## config.mk

```make
export PLATFORM = sky130hd
export DESIGN_NAME = uart_tx_fifo
export DESIGN_NICKNAME = d
export VERILOG_FILES = /design/src/rtl/uart_tx_fifo.sv
export SDC_FILE = /design/constraint.sdc
export NUM_CORES = 1
export LEC_CHECK = 0
export BUFFER_PORTS_ARGS = -buffer_cell sky130_fd_sc_hd__buf_2
export CAP_MARGIN = 10
export CORE_MARGIN = 2
export CORE_UTILIZATION = 40
export CTS_BUF_LIST = sky130_fd_sc_hd__clkbuf_8
export DETAILED_ROUTE_END_ITERATION = 8
export PLACE_DENSITY = 0.68
export SYNTH_ARGS = -nofsm -noshare
export SYNTH_HDL_FRONTEND = slang
export SYNTH_SLANG_ARGS = --single-unit
```

## constraint.sdc

```tcl
create_clock -name clk -period 3.12 [get_ports clk]
set_clock_uncertainty 0.15 [all_clocks]
set_input_delay 0.468 -clock clk [delete_from_list [all_inputs] [get_ports clk]]
set_output_delay 0.468 -clock clk [all_outputs]
set_load 0.1 [all_outputs]
```

## src/rtl/uart_tx_fifo.sv

```systemverilog
// Byte FIFO feeding the UART transmitter via din_tx/data_update, paced by done_tx.
// Define UART_TXF_TIMEOUT_EN to add the done_tx watchdog (timeout_err).
module uart_tx_fifo #(
    parameter int DEPTH          = 16,
    parameter int UPD_HOLD       = 128,
    parameter int TIMEOUT_CYCLES = 2048
) (
    input  logic                       clk,
    input  logic                       rst,
    input  logic                       wr_en,
    input  logic [7:0]                 wr_data,
    output logic                       full,
    output logic                       empty,
    output logic [$clog2(DEPTH+1)-1:0] count,
    output logic                       overflow,
    output logic [7:0]                 din_tx,
    output logic                       data_update,
    input  logic                       done_tx,
    output logic                       busy,
    output logic                       sent,
    output logic                       timeout_err
);
    localparam int AW = $clog2(DEPTH);
    localparam int CW = $clog2(DEPTH + 1);
    localparam int HW = $clog2(UPD_HOLD);

    localparam logic [1:0] S_IDLE = 2'd0;
    localparam logic [1:0] S_HOLD = 2'd1;
    localparam logic [1:0] S_WAIT = 2'd2;

    localparam logic [HW-1:0] HOLD_LAST = HW'(UPD_HOLD - 1);
    localparam logic [CW-1:0] FULL_CNT  = CW'(DEPTH);

    if (DEPTH < 2 || (DEPTH & (DEPTH - 1)) != 0 ||
        UPD_HOLD < 2 || TIMEOUT_CYCLES < 2) begin : g_param_chk
        $error("uart_tx_fifo: illegal parameter value");
    end

    logic [7:0]    mem_q [DEPTH];
    logic [AW-1:0] wr_ptr_q;
    logic [AW-1:0] rd_ptr_q;
    logic [CW-1:0] count_q, count_d;
    logic [1:0]    state_q, state_d;
    logic [HW-1:0] hold_q, hold_d;
    logic [7:0]    din_q, din_d;
    logic          upd_q, upd_d;
    logic          seen_q, seen_d;
    logic          sent_q, sent_d;
    logic          ovf_q;
    logic          done_q;
    logic          push, pop, done_rise;

`ifdef UART_TXF_TIMEOUT_EN
    localparam int TW = $clog2(TIMEOUT_CYCLES);
    localparam logic [TW-1:0] WD_LAST = TW'(TIMEOUT_CYCLES - 1);

    logic [TW-1:0] wd_q, wd_d;
    logic          terr_q, terr_d;

    assign timeout_err = terr_q;
`else
    assign timeout_err = 1'b0;
`endif

    assign full        = (count_q == FULL_CNT);
    assign empty       = (count_q == '0);
    assign count       = count_q;
    assign overflow    = ovf_q;
    assign din_tx      = din_q;
    assign data_update = upd_q;
    assign busy        = (state_q != S_IDLE);
    assign sent        = sent_q;

    // Full is judged on the pre-edge count, so a same-cycle pop cannot make room.
    assign push      = wr_en && !full;
    assign done_rise = done_tx && !done_q;

    always_comb begin
        state_d = state_q;
        din_d   = din_q;
        upd_d   = upd_q;
        hold_d  = hold_q;
        seen_d  = seen_q;
        sent_d  = 1'b0;
        pop     = 1'b0;
`ifdef UART_TXF_TIMEOUT_EN
        wd_d    = wd_q;
        terr_d  = terr_q;
`endif
        unique case (state_q)
            S_IDLE: begin
                if (!empty) begin
                    pop     = 1'b1;
                    din_d   = mem_q[rd_ptr_q];
                    upd_d   = 1'b1;
                    hold_d  = '0;
                    seen_d  = 1'b0;
                    state_d = S_HOLD;
                end
            end
            S_HOLD: begin
                seen_d = seen_q | done_rise;
                if (hold_q == HOLD_LAST) begin
                    upd_d   = 1'b0;
                    state_d = S_WAIT;
`ifdef UART_TXF_TIMEOUT_EN
                    wd_d    = '0;
`endif
                end else begin
                    hold_d = hold_q + 1'b1;
                end
            end
            S_WAIT: begin
                if (done_rise || seen_q) begin
                    sent_d  = 1'b1;
                    seen_d  = 1'b0;
                    state_d = S_IDLE;
                end
`ifdef UART_TXF_TIMEOUT_EN
                else if (wd_q == WD_LAST) begin
                    terr_d  = 1'b1;
                    state_d = S_IDLE;
                end else begin
                    wd_d = wd_q + 1'b1;
                end
`endif
            end
            default: state_d = S_IDLE;
        endcase

        count_d = count_q;
        if (push && !pop) begin
            count_d = count_q + 1'b1;
        end else if (pop && !push) begin
            count_d = count_q - 1'b1;
        end
    end

    always_ff @(posedge clk) begin
        if (push) begin
            mem_q[wr_ptr_q] <= wr_data;
        end
    end

    always_ff @(posedge clk) begin
        if (rst) begin
            wr_ptr_q <= '0;
            rd_ptr_q <= '0;
            count_q  <= '0;
            state_q  <= S_IDLE;
            hold_q   <= '0;
            din_q    <= 8'h00;
            upd_q    <= 1'b0;
            seen_q   <= 1'b0;
            sent_q   <= 1'b0;
            ovf_q    <= 1'b0;
            done_q   <= 1'b0;
        end else begin
            if (push) begin
                wr_ptr_q <= wr_ptr_q + 1'b1;
            end
            if (pop) begin
                rd_ptr_q <= rd_ptr_q + 1'b1;
            end
            count_q <= count_d;
            state_q <= state_d;
            hold_q  <= hold_d;
            din_q   <= din_d;
            upd_q   <= upd_d;
            seen_q  <= seen_d;
            sent_q  <= sent_d;
            ovf_q   <= ovf_q | (wr_en && full);
            done_q  <= done_tx;
        end
    end

`ifdef UART_TXF_TIMEOUT_EN
    always_ff @(posedge clk) begin
        if (rst) begin
            wd_q   <= '0;
            terr_q <= 1'b0;
        end else begin
            wd_q   <= wd_d;
            terr_q <= terr_d;
        end
    end
`endif

endmodule

```

==> results of run 1 <==
[per-layer routing]
metal / up-vias / share of wire / track usage
li1: 1743 / - / -
met1: 1886 / 0.45 / 0.212
met2: 108 / 0.49 / 0.248
met3: 13 / 0.053 / 0.0375
met4: 0 / 0.010 / 0.0526
met5: - / 0 / 0
[layout make-up]
cell class	count	share of cell area
clock buffers	17	0.0312
multi-input cells	239	0.260
repair buffers	47	0.0387
clock inverters	13	0.0225
inverters	7	0.00434
flip-flops and latches	163	0.607
well taps	216	0.0360
[power groups by stage]
stage | sequential [mW] | combinational [mW] | clock [mW]
final | 2.63 | 1.99 | 1.56
after global routing | 2.65 | 2.13 | 1.68
after CTS | 2.63 | 2.01 | 1.60
after detailed placement | 2.68 | 1.99 | 0
after global placement | 2.66 | 1.96 | 0
after floorplan | 3.10 | 1.13 | 0
[worst max path at each step]
stage	from	end	slack, ps
floorplan	state_q[1]	count[4]	-10
global placement	wr_en	count[4]	340
global route	count[0]	count[4]	210
finish	count[0]	count[4]	320
CTS	count[0]	count[4]	300
detailed placement	wr_en	count[4]	270
[cells in the mapped netlist, types with 4 or more instances]
cell      count
edfxtp_1    128
mux2i_1      38
dfxtp_1      35
nor2_1       33
a21oi_1      21
mux4_2       16
nor3_1       16
o22ai_1      16
nand2_1      12
clkbuf_1     11
o21ai_0      11
buf_2        10
ha_1         10
a22oi_1       8
nand3_1       8
inv_1         6
xor2_1        6
nor2b_1       5
or3_1         4
xnor2_1       4
[flip-flops by register name, summed over array words and instances (netlist names), 2 cells and up]
signal    cells
count         5
din_tx        8
hold_q        7
mem_q       128
rd_ptr_q      4
state_q       2
wr_ptr_q      4
[cells by family (layout without fill, tap and decap cells)]
family,after synthesis,in the layout,share of synthesized area
other,1,1,0.000568
AOI/OAI and AO/OA,73,73,0.0736
and+or+nand+nor,89,89,0.0664
muxes,55,55,0.114
buffers and inverters,32,84,0.0218
DFF,163,163,0.689
adders and majority gates,11,11,0.0220
xor gates and xnor gates,10,10,0.0133
[worst reg2reg max path, cell delays in order (launching register included)]
cell     delay [ps]
dfxtp_2         370
nor4_4          480
a21oi_4         110
inv_2            80
ha_4            140
inv_4            50
fa_1            400
a21o_1          200
a21oi_2         140
mux2i_1         200
mux2_2          350
[per-stage QoR]
| stage | setup WS, ps | area (sq um) | power (mW) |
|---|---|---|---|
| 6_report | 321 | 7500 | 6.18 |
| 5_1_grt | 210 | 7500 | 6.46 |
| 2_1_floorplan | -12.2 | 6660 | 4.23 |
| 3_3_place_gp | 343 | 7100 | 4.62 |
| 4_1_cts | 295 | 7500 | 6.24 |
| 3_5_place_dp | 267 | 7100 | 4.67 |
==> flow_results.org, run 1 <==
** Power
- Leakage power :: roughly 2.5 nW
- Across the VDD grid, the largest voltage drop is 0.573 mV.
- The share of total power dissipated in combinational logic is 0.322.
- Sequential share of power :: 0.425
- Summed over all nets, the switching power comes to 2.23 mW.
- Pwr/cell area :: 824 nW/um^2
- The share of total power dissipated in the clock network is 0.253.
- Internal Dissipation :: 3.95 mW
- Of the total power, the share spent switching nets is 0.361.

** Worst setup path
- Worst R2R Start :: count[0]
- Along the worst path, the maximum fanout reaches 6.
- The largest individual stage delay along the critical path comes from the cell nor4_4.
- Cell-by-cell trace of the critical path :: nor4_4 -> a21oi_4 -> inv_2 -> ha_4 -> inv_4 -> fa_1 -> a21o_1 -> a21oi_2 -> mux2i_1 -> mux2_2
- Across all register-to-register paths, the minimum setup slack is 320 ps.
- Endpoint of the worst-slack reg-to-reg timing path :: count[4]
- Dominant delay contributor by cell family on the critical path :: multiplexers
- The largest single stage delay on the critical path is 480 ps.
- Worst EP arrival :: 2980 ps
- Data required time of the critical path :: 3300 ps
- Counting both buffers and inverters, the worst setup path holds a total of 2.
- Counting buffers and inverters, the worst setup path is 10 cells deep.
- Startpoint types :: flop
- The worst setup path is of the reg -> reg kind.
- R2R cell count :: 10
- CP endpoint kind :: flop

** Route
- The final route contains 3750 vias.
- Iteration-0 DRC count of the detailed router :: slightly below 300
- After detailed routing, the number of vias per cell comes to 5.34.
- In the routed design, unresolved DRC markers number 0.
- Routed Wire Length :: 13100 um
- Detail Route Antenna Nets :: 0
- First drt pass iteration count :: 5
- Mean routed wirelength per cell :: approximately 19 um

** Placement
- Quantity of I/O buffers inserted on ports :: 30
- Detailed placement ended at an HPWL of around 8300 um.
- Gpl congestion :: 0.844
- After detailed placement, the design holds a cell count of 672.

** Timing
- RSZ-0062 raised after global routing :: no
- Final Critical Period :: approximately 2800 ps
- Setup violations remaining at the end of the flow were counted as 0.
- Actual slew at the worst max-slew pin :: between 800 and 900 ps
- In the finished design, the share of the clock period the worst path needs comes to 0.897.
- Count of final hold-check violations :: 0
- The tightest hold path in the finished design has a slack of approximately 110 ps.
- The count of pins over their slew limit was 0.
- Summed over all failing endpoints, the final setup total negative slack is 0 ps.
- Relative slew slack :: 0.443
- Based on the critical path, the design can be clocked at up to 357 MHz.

** CTS
- Clock tree from TritonCTS :: done
- In this run the post-CTS setup repair buffer count came out at 0.
- Quantity of gates resized following cts :: 0
- Counting the buffers created by CTS gives 17.
- Total of hold buffers inserted after clock tree synthesis :: 0
- The clock drives around 160 sinks.
- The clock reaches the later pin of the worst-skew pair after 440 ps.
- Clock slew seen by the registers of the worst setup and hold paths :: 80 ps
- Cell chosen for the clock root :: clkbuf_8
- CTS built an H-tree with a depth of 4.
- Clock Path Buffers :: 2

** Finish
- Storage cell area :: 4550 sq um
- Leaving out fill and tap cells, the most frequent cells in the layout are edfxtp_1 (128), mux2i_1 (38), nor2_1 (30), buf_2 (30), dfxtp_1 (29).
- Area of combinational cells with multiple inputs :: roughly 2000 sq um
- At the end of the flow the core is filled with cells to 0.469.
- The repair_antennas step left the layout with diodes totalling 0.
- Most common cell after layout, fill and taps aside :: edfxtp_1
- Number of standard cells in the layout, taps in and fillers out :: 702
- Final-layout fill cell count :: around 1400
- Synth-to-layout area growth :: 13.6%
- Layout cells sized above 1 :: 0.228
- After the last flow step, the layout net total stands at around 500.

** GRT
- The initial antenna violation count was 0.
- The first global-routing pass estimated 20500 um of wire.
- Remaining Overflow, GRT :: 0
- The number of global-route vias before repair is 3693.
- Total routing resource utilization after global routing :: 0.156
- Pin count of the biggest net entering global routing :: 51

** Synth
- Yosys warning total :: 0
- Among all flip-flop cells after synthesis, the most frequent one is edfxtp_1.
- When the netlist entered floorplanning its net count stood at 457.
- Area leader, netlist :: edfxtp_1
- Sequential fraction of the synthesis area :: 0.689
- Share of Yosys cell area claimed by the top area cell type :: 0.582
- Largest cells by area after synthesis :: edfxtp_1 (58%), dfxtp_1 (11%), mux2i_1 (5.8%)
- Yosys mapped a number of flops with a built-in enable equal to 128.
- Proportion of synthesized flip-flops having asynchronous set or reset :: 0
- Each instance of the synthesized netlist takes up on average 15.2 sq um.
- In this run, synthesis produced a sequential element count of 163.
- Counting every instance in the synthesized netlist gives 434.
- Number of distinct library cells after synthesis :: 48
- Post-synth design cell area :: 6600 sq um

** Worst hold path
- Worst hold path stage count :: 2
- The path with the worst hold slack has its endpoint at done_q.
- Critical hold path startpoint :: done_tx
- Class of the most critical hold timing path :: in -> reg

** Status
- Result of the run :: finished clean

** Run
- Max Cap Violations :: 0

** Floorplan
- Die Span X :: 132 um
- 32 I/O pins were placed.
- The die is 132 um tall.
- The initialized floorplan defines 46 standard-cell rows.
- After floorplanning, the core was sized to cover between 15000 and 20000 sq um.
- The floorplan step defined a die boundary enclosing 17500 sq um.
- The initial utilization of the core area, before any placement, comes to 0.412.
(Power assumes the default switching activity.)
==> inputs of run 2 (changes only) <==
Clock period 3.12 ns to 2.3 ns, I/O delays scaled along.
==> run 2 against run 1 <==
The run now ends with negative setup slack left. Cell area grew 2.2%. Sequential share of layout area down 1.3 points. Maximum frequency grew 9.9%. Critical endpoint unchanged. Largest cell class unchanged. Highest routed layer unchanged.
==> flow_results.org, run 2 (synthesis gave the netlist of run 1 again) <==
** Power
- Total power :: ~8.5 mW
- Leakage power :: 2.50 nW
- IR analysis of the VDD net gives a maximum drop of 0.717 mV.
- Pwr/cell area :: 1110 nW/um^2

** Floorplan
- The floorplan step defined a die boundary enclosing 17500 sq um.
- The initial utilization of the core area, before any placement, comes to 0.412.
- During I/O placement, the number of pins put on the boundary was 32.
- Chip Height :: 132 um
- Die Span X :: between 100 and 150 um
- The floorplan step defined a core boundary enclosing 16000 sq um.
- Cell Rows :: 46

** Finish
- The number of antenna diodes in the final layout is 0.
- Net total in the final layout :: 509
- Fill cells in the final layout number 1401.
- Number of flip-flops under the largest register name :: 128
- Of the cells placed in the final design, the portion with a size suffix greater than 1 is 0.279.
- Synth-to-layout area growth :: 16.2%
- The library cells used most frequently in the layout, excluding fill and tap cells, are edfxtp_1 (128), mux2i_1 (38), dfxtp_1 (29).
- Reg with most FFs :: mem_q
- Leaving out fill and tap cells, the most frequent cell in the layout is edfxtp_1.

** Status
- The checks that failed: negative setup slack.
- The flow ran to the end, but the final reports show violations.

** Timing
- Setup total negative slack on the finished layout was measured at -451 ps.
- In this run the tightest slew margin relative to its limit is 0.477.
- Subtracting the final worst setup slack from the clock period gives 2550 ps.
- For this run, the top clock speed supported by timing is about 400 MHz.
- Actual slew at the worst max-slew pin :: 782 ps
- Once routing completed, OpenROAD measured the worst setup slack at -246 ps.
- The count of pins over their slew limit came to 0.
- Setup repair after global routing could not meet its margin everywhere.
- Setup violations remaining at the end of the flow were counted as 4.
- The number of hold-slack violations in the final timing report came to 0.
- Dividing the final minimum period by the clock period gives 1.11.

** Route
- Mean routed wirelength per cell :: roughly 19 um
- Routed Wire Length :: between 10000 and 15000 um
- After the first detailed-routing iteration, the DRC count stood at 362.
- Detail Route Antenna Nets :: 0
- Vias per cell :: roughly 5.4
- First drt pass iteration count :: 5
- Detailed-route via count :: roughly 3800
- Final routed DRC violation total :: 0

** Worst setup path
- The worst setup path is of the reg -> reg kind.
- Data arrives at the worst endpoint at between 2000 and 3000 ps.
- STA classifies the critical path startpoint as a flop.
- CP endpoint kind :: flop
- CP Max Fanout :: 4
- For the worst setup path, the data required time is approximately 2500 ps.

** GRT
- First-pass GRT wire length :: 21200 um
- The initial antenna violation count is 0.
- Total routing resource utilization after global routing :: 0.160
- Pin count of the biggest net entering global routing :: 30
- Remaining Overflow, GRT :: 0
- Number of global-route vias before repair :: 3862

** CTS
- Cell chosen for the clock root :: clkbuf_8
- Number of levels the H-tree was split into :: 4
- The later pin in the worst-skew pair is clocked with a latency of 450 ps.
- Total CTS buffers :: 17
- Clock tree from TritonCTS :: done
- Number of sinks driven by the clock tree :: 163
- Clock-pin slew was measured on the worst setup and hold paths at 90 ps.
- In this run the deepest clock path goes through 2 buffers.

** Placement
- Quantity of I/O buffers inserted on ports :: 30
- Gpl congestion :: 0.775
- Post-detail-place hpwl :: 8790 um

** Worst hold path
- The min-delay analysis places its worst path in the category in -> reg.

** Run
- The tool flagged a number of max-cap violations equal to 0.
## run 2: changes by cell type in the layout (fill, tap and decap cells not counted), sizes merged
| cell | delta |
|---|---|
| buf | +10 |
| inv | +6 |
| bufinv | -4 |
| clkinv | -1 |
| clkinvlp | +1 |
| dlygate4sd3 | +1 |
## run 2: layout make-up
class / instances / area [sq um] / area share
Timing Repair Buffer: 58 / 422 / 0.0550
Sequential cell: 163 / 4550 / 0.594
Clock inverter: 15 / 110 / 0.0144
Multi-Input combinational cell: 239 / 2050 / 0.267
Inverter: 7 / 32.5 / 0.00424
Tap cell: 216 / 270 / 0.0352
Clock buffer: 17 / 234 / 0.0305
## run 2: worst paths after layout
| check | startpoint | endpoint | slack (ps) | cells after the start |
|---|---|---|---|---|
| setup / recovery | count[3] | count[4] | -250 | 10 |
| hold / removal | wr_data[1] | mem_q[4][1] | 130 | 1 |
| setup reg to reg | count[3] | count[4] | -250 | 10 |
| hold reg to reg | hold_q[5] | hold_q[5] | 340 | 2 |
## run 2: power breakdown
part	switching [mW]	leakage [nW]	total (mW)	internal, mW
clock	1.07	0.172	1.83	0.756
combinational	2.02	0.887	3.11	1.10
sequential	0.168	1.45	3.55	3.38
total	3.26	2.50	8.49	5.23
## run 2: routing by layer
layer  vias to the layer above  wire length [um]  GRT usage
met2                       106              6530      0.254
met3                        14               668     0.0341
met4                         0               175     0.0573
met5                         -                 0          0
li1                       1772                 -          -
met1                      1955              6000      0.218
## run 2: critical path, cell delays in order (launching register included)
cell and delay [ps]:
dfxtp_2 340, nor4_4 350, buf_4 190, a21boi_4 60, ha_4 180, inv_4 70
ha_4 200, a21o_1 180, a21oi_2 150, mux2i_1 220, mux2_2 340
## run 2: metrics by stage
stage          instances  cell area (sq um)  utilization  hold slack, ps  setup WS, ps
2_1_floorplan        434               6700            -             294          -797
6_report             715               7670        0.479             128          -246
5_1_grt              715               7670        0.479             117          -356
3_5_place_dp         680               7230        0.452             332          -296
3_3_place_gp         680               7230        0.452             294          -245
4_1_cts              715               7640        0.477             110          -260
## run 2: timing repair
action                                  4_1_cts  5_1_grt
hold buffers                                  1        0
hold endpoints to repair                      1        0
endpoints found under the setup margin       17       63
pin swaps                                    10        4
gates resized for setup                       6       10
setup buffers                                 3        0
==> inputs of run 3 (changes only) <==
Settings changed: BUFFER_PORTS_ARGS -buffer_cell sky130_fd_sc_hd__buf_2 to -buffer_cell sky130_fd_sc_hd__buf_4, PLACE_DENSITY 0.68 to 0.55.
==> run 3 against run 2 <==
The flow still finishes with violations (negative setup slack). First-iteration DRC count fell by 40%. Critical path depth did not move. Power rose by 4.1%. Clock-buffer cell count did not move. Sequential power barely moved. Core utilization rose by 1.2 points. Register-to-register slack barely moved. Clock power rose by 7%. Sequential share of layout area fell by 1.5 points. Critical path type unchanged.
==> flow_results.org, run 3 (synthesis gave the netlist of run 1 again) <==
** Placement
- Inst Count DP :: about 700
- Port buffering added 30 buffers.
- Gpl congestion :: 0.745
- Post-detail-place hpwl :: ~9000 um

** Worst setup path
- Broken down by cell family, the worst path's largest delay share belongs to multiplexers.
- CP endpoint kind :: flop
- Number of buffers and inverters on the critical path :: 2
- The setup check on the worst reg-to-reg path leaves a slack of -240 ps.
- In this run the critical register-to-register path is launched from count[3].
- In this design, the stage delay of the slowest critical-path cell is 360 ps.
- The largest individual stage delay along the critical path comes from the cell nor4_4.
- Data required time of the critical path :: 2480 ps
- CP Max Fanout :: 4
- Cell-by-cell trace of the critical path :: nor4_4 -> a21oi_4 -> inv_2 -> ha_4 -> inv_4 -> fa_2 -> a21o_1 -> a21oi_2 -> mux2i_1 -> mux2_2
- Startpoint types :: flop
- R2R cell count :: 10
- For the worst setup path, the data arrival time is 2730 ps.
- In this run the critical register-to-register path is captured at count[4].
- The critical path is of the reg -> reg type.
- Path length in cells of the critical path :: 10

** Timing
- Max-slew violation count :: 0
- Period utilisation layout :: 1.11
- In this run the tightest slew margin relative to its limit is 0.407.
- For the pin with the worst max-slew slack, the measured transition is 886 ps.
- Setup violations remaining at the end of the flow were counted as 2.
- Across all hold checks on the routed design, the worst slack comes to roughly 62 ps.
- After layout, the worst setup slack is -244 ps.
- Count of final hold-check violations :: 0
- Final Critical Period :: 2540 ps
- RSZ-0062 raised after global routing :: yes
- Post-route setup TNS :: -326 ps
- Fmax :: 393 MHz

** GRT
- The total overflow left after global routing is 0.
- First-pass GRT wire length :: between 20000 and 25000 um
- The number of global-route vias before repair was roughly 4000.
- Entering global routing, the biggest net connects between 50 and 60 pins.
- The initial antenna violation count came to 0.
- Total routing resource utilization after global routing :: 0.170

** Worst hold path
- The startpoint identified for the worst hold timing path is wr_data[3].
- The min-delay analysis places its worst path in the category in -> reg.
- The path with the worst hold slack has its endpoint at mem_q[2][3].
- Along the worst hold path, the cell count comes to 1.

** Route
- Vias per cell :: roughly 5.2
- Mean routed wirelength per cell :: approximately 20 um
- Once detail routing completed, the nets flagged for antenna violations numbered 0.
- For this block, the via count after detailed routing is 3802.
- Routed Wire Length :: 14200 um
- The first routing iteration left 217 violations.
- The pre-antenna-repair detailed-routing pass consisted of 4 iterations.
- For this run, design rule violations remaining after detail routing come to 0.

** Finish
- At the end of the flow, the number of nets in the layout was 521.
- Synth-to-layout area growth :: 19.2%
- Reg with most FFs :: mem_q
- Counting the fill cells in the layout gives between 1000 and 1500.
- Number of standard cells in the layout, taps in and fillers out :: 727
- The number of antenna diodes in the final layout is 0.
- For this run, the share of the core covered by cells in the final layout is 0.492.
- Number of flip-flops under the largest register name :: roughly 130
- Leaving out fill and tap cells, the most frequent cells in the layout are edfxtp_1 (128), buf_4 (62), mux2i_1 (38).
- Most common cell after layout, fill and taps aside :: edfxtp_1
- Of the cells placed in the final design, the portion with a size suffix greater than 1 is 0.299.

** Floorplan
- Number of placed I/O pins :: 32
- Die Span X :: 132 um
- Die area :: 17500 sq um
- Cell Rows :: 46
- Chip Height :: 132 um
- Starting density of the core :: 0.412
- Core footprint :: 16000 sq um

** Power
- In this run the static leakage power is between 2 and 3 nW.
- VDD sags by at most 0.847 mV.
- Total power :: 8.84 mW
- In this run the power density over the cells is 1120 nW/um^2.

** CTS
- In this run the number of H-tree levels came out at 4.
- Clock tree from TritonCTS :: done
- Clock latency on the worst-skew pair :: 440 ps
- Total CTS buffers :: 17
- For this design, the sink count on the clock tree is 163.
- Clock slew seen by the registers of the worst setup and hold paths :: 90 ps
- Clock Path Buffers :: 2
- The cell sitting at the root of the clock tree is a clkbuf_8.

** Status
- Result of the run :: complete, but fails checks
- Failing checks :: negative setup slack

** Run
- Max Cap Violations :: 0
-- run 3: final cells by class --
cell class | count | area [sq um] | share of cell area
flip-flops and latches | 163 | 4550 | 0.579
multi-input cells | 239 | 2050 | 0.260
repair buffers | 70 | 589 | 0.0749
well taps | 216 | 270 | 0.0344
clock buffers | 17 | 234 | 0.0297
clock inverters | 15 | 138 | 0.0175
inverters | 7 | 32.5 | 0.00413
-- run 3: worst max-delay path by stage --
stage                     from       end
global placement      count[0]  count[4]
global route          count[3]  count[4]
finish                count[3]  count[4]
CTS                   count[3]  count[4]
floorplan           state_q[1]  count[4]
detailed placement    count[0]  count[4]
-- run 3: repair_timing --
action,in CTS,in global routing
buffers inserted,6,4
hold buffers,1,0
gates cloned,0,0
hold endpoints to repair,1,0
resized for setup,17,10
setup endpoints to repair,84,85
pin swaps,8,5
-- run 3: per-stage QoR --
stage | instance area (sq um) | worst slack (ps)
2_1_floorplan | 6700 | -797
3_3_place_gp | 7320 | -261
3_5_place_dp | 7320 | -310
4_1_cts | 7800 | -255
5_1_grt | 7870 | -385
6_report | 7870 | -244
-- run 3: report_power, final --
part	total (mW)	internal [mW]	switching, mW	leakage (nW)
Combinational	3.35	1.27	2.08	0.966
Sequential	3.52	3.38	0.145	1.45
Clock	1.96	0.868	1.09	0.196
-- run 3: routing by layer --
metal	part of all wire	up-vias	track usage
met4	0.014	0	0.0591
met3	0.035	12	0.0364
met2	0.51	66	0.292
met1	0.44	1926	0.214
li1	-	1798	-
met5	0	-	0
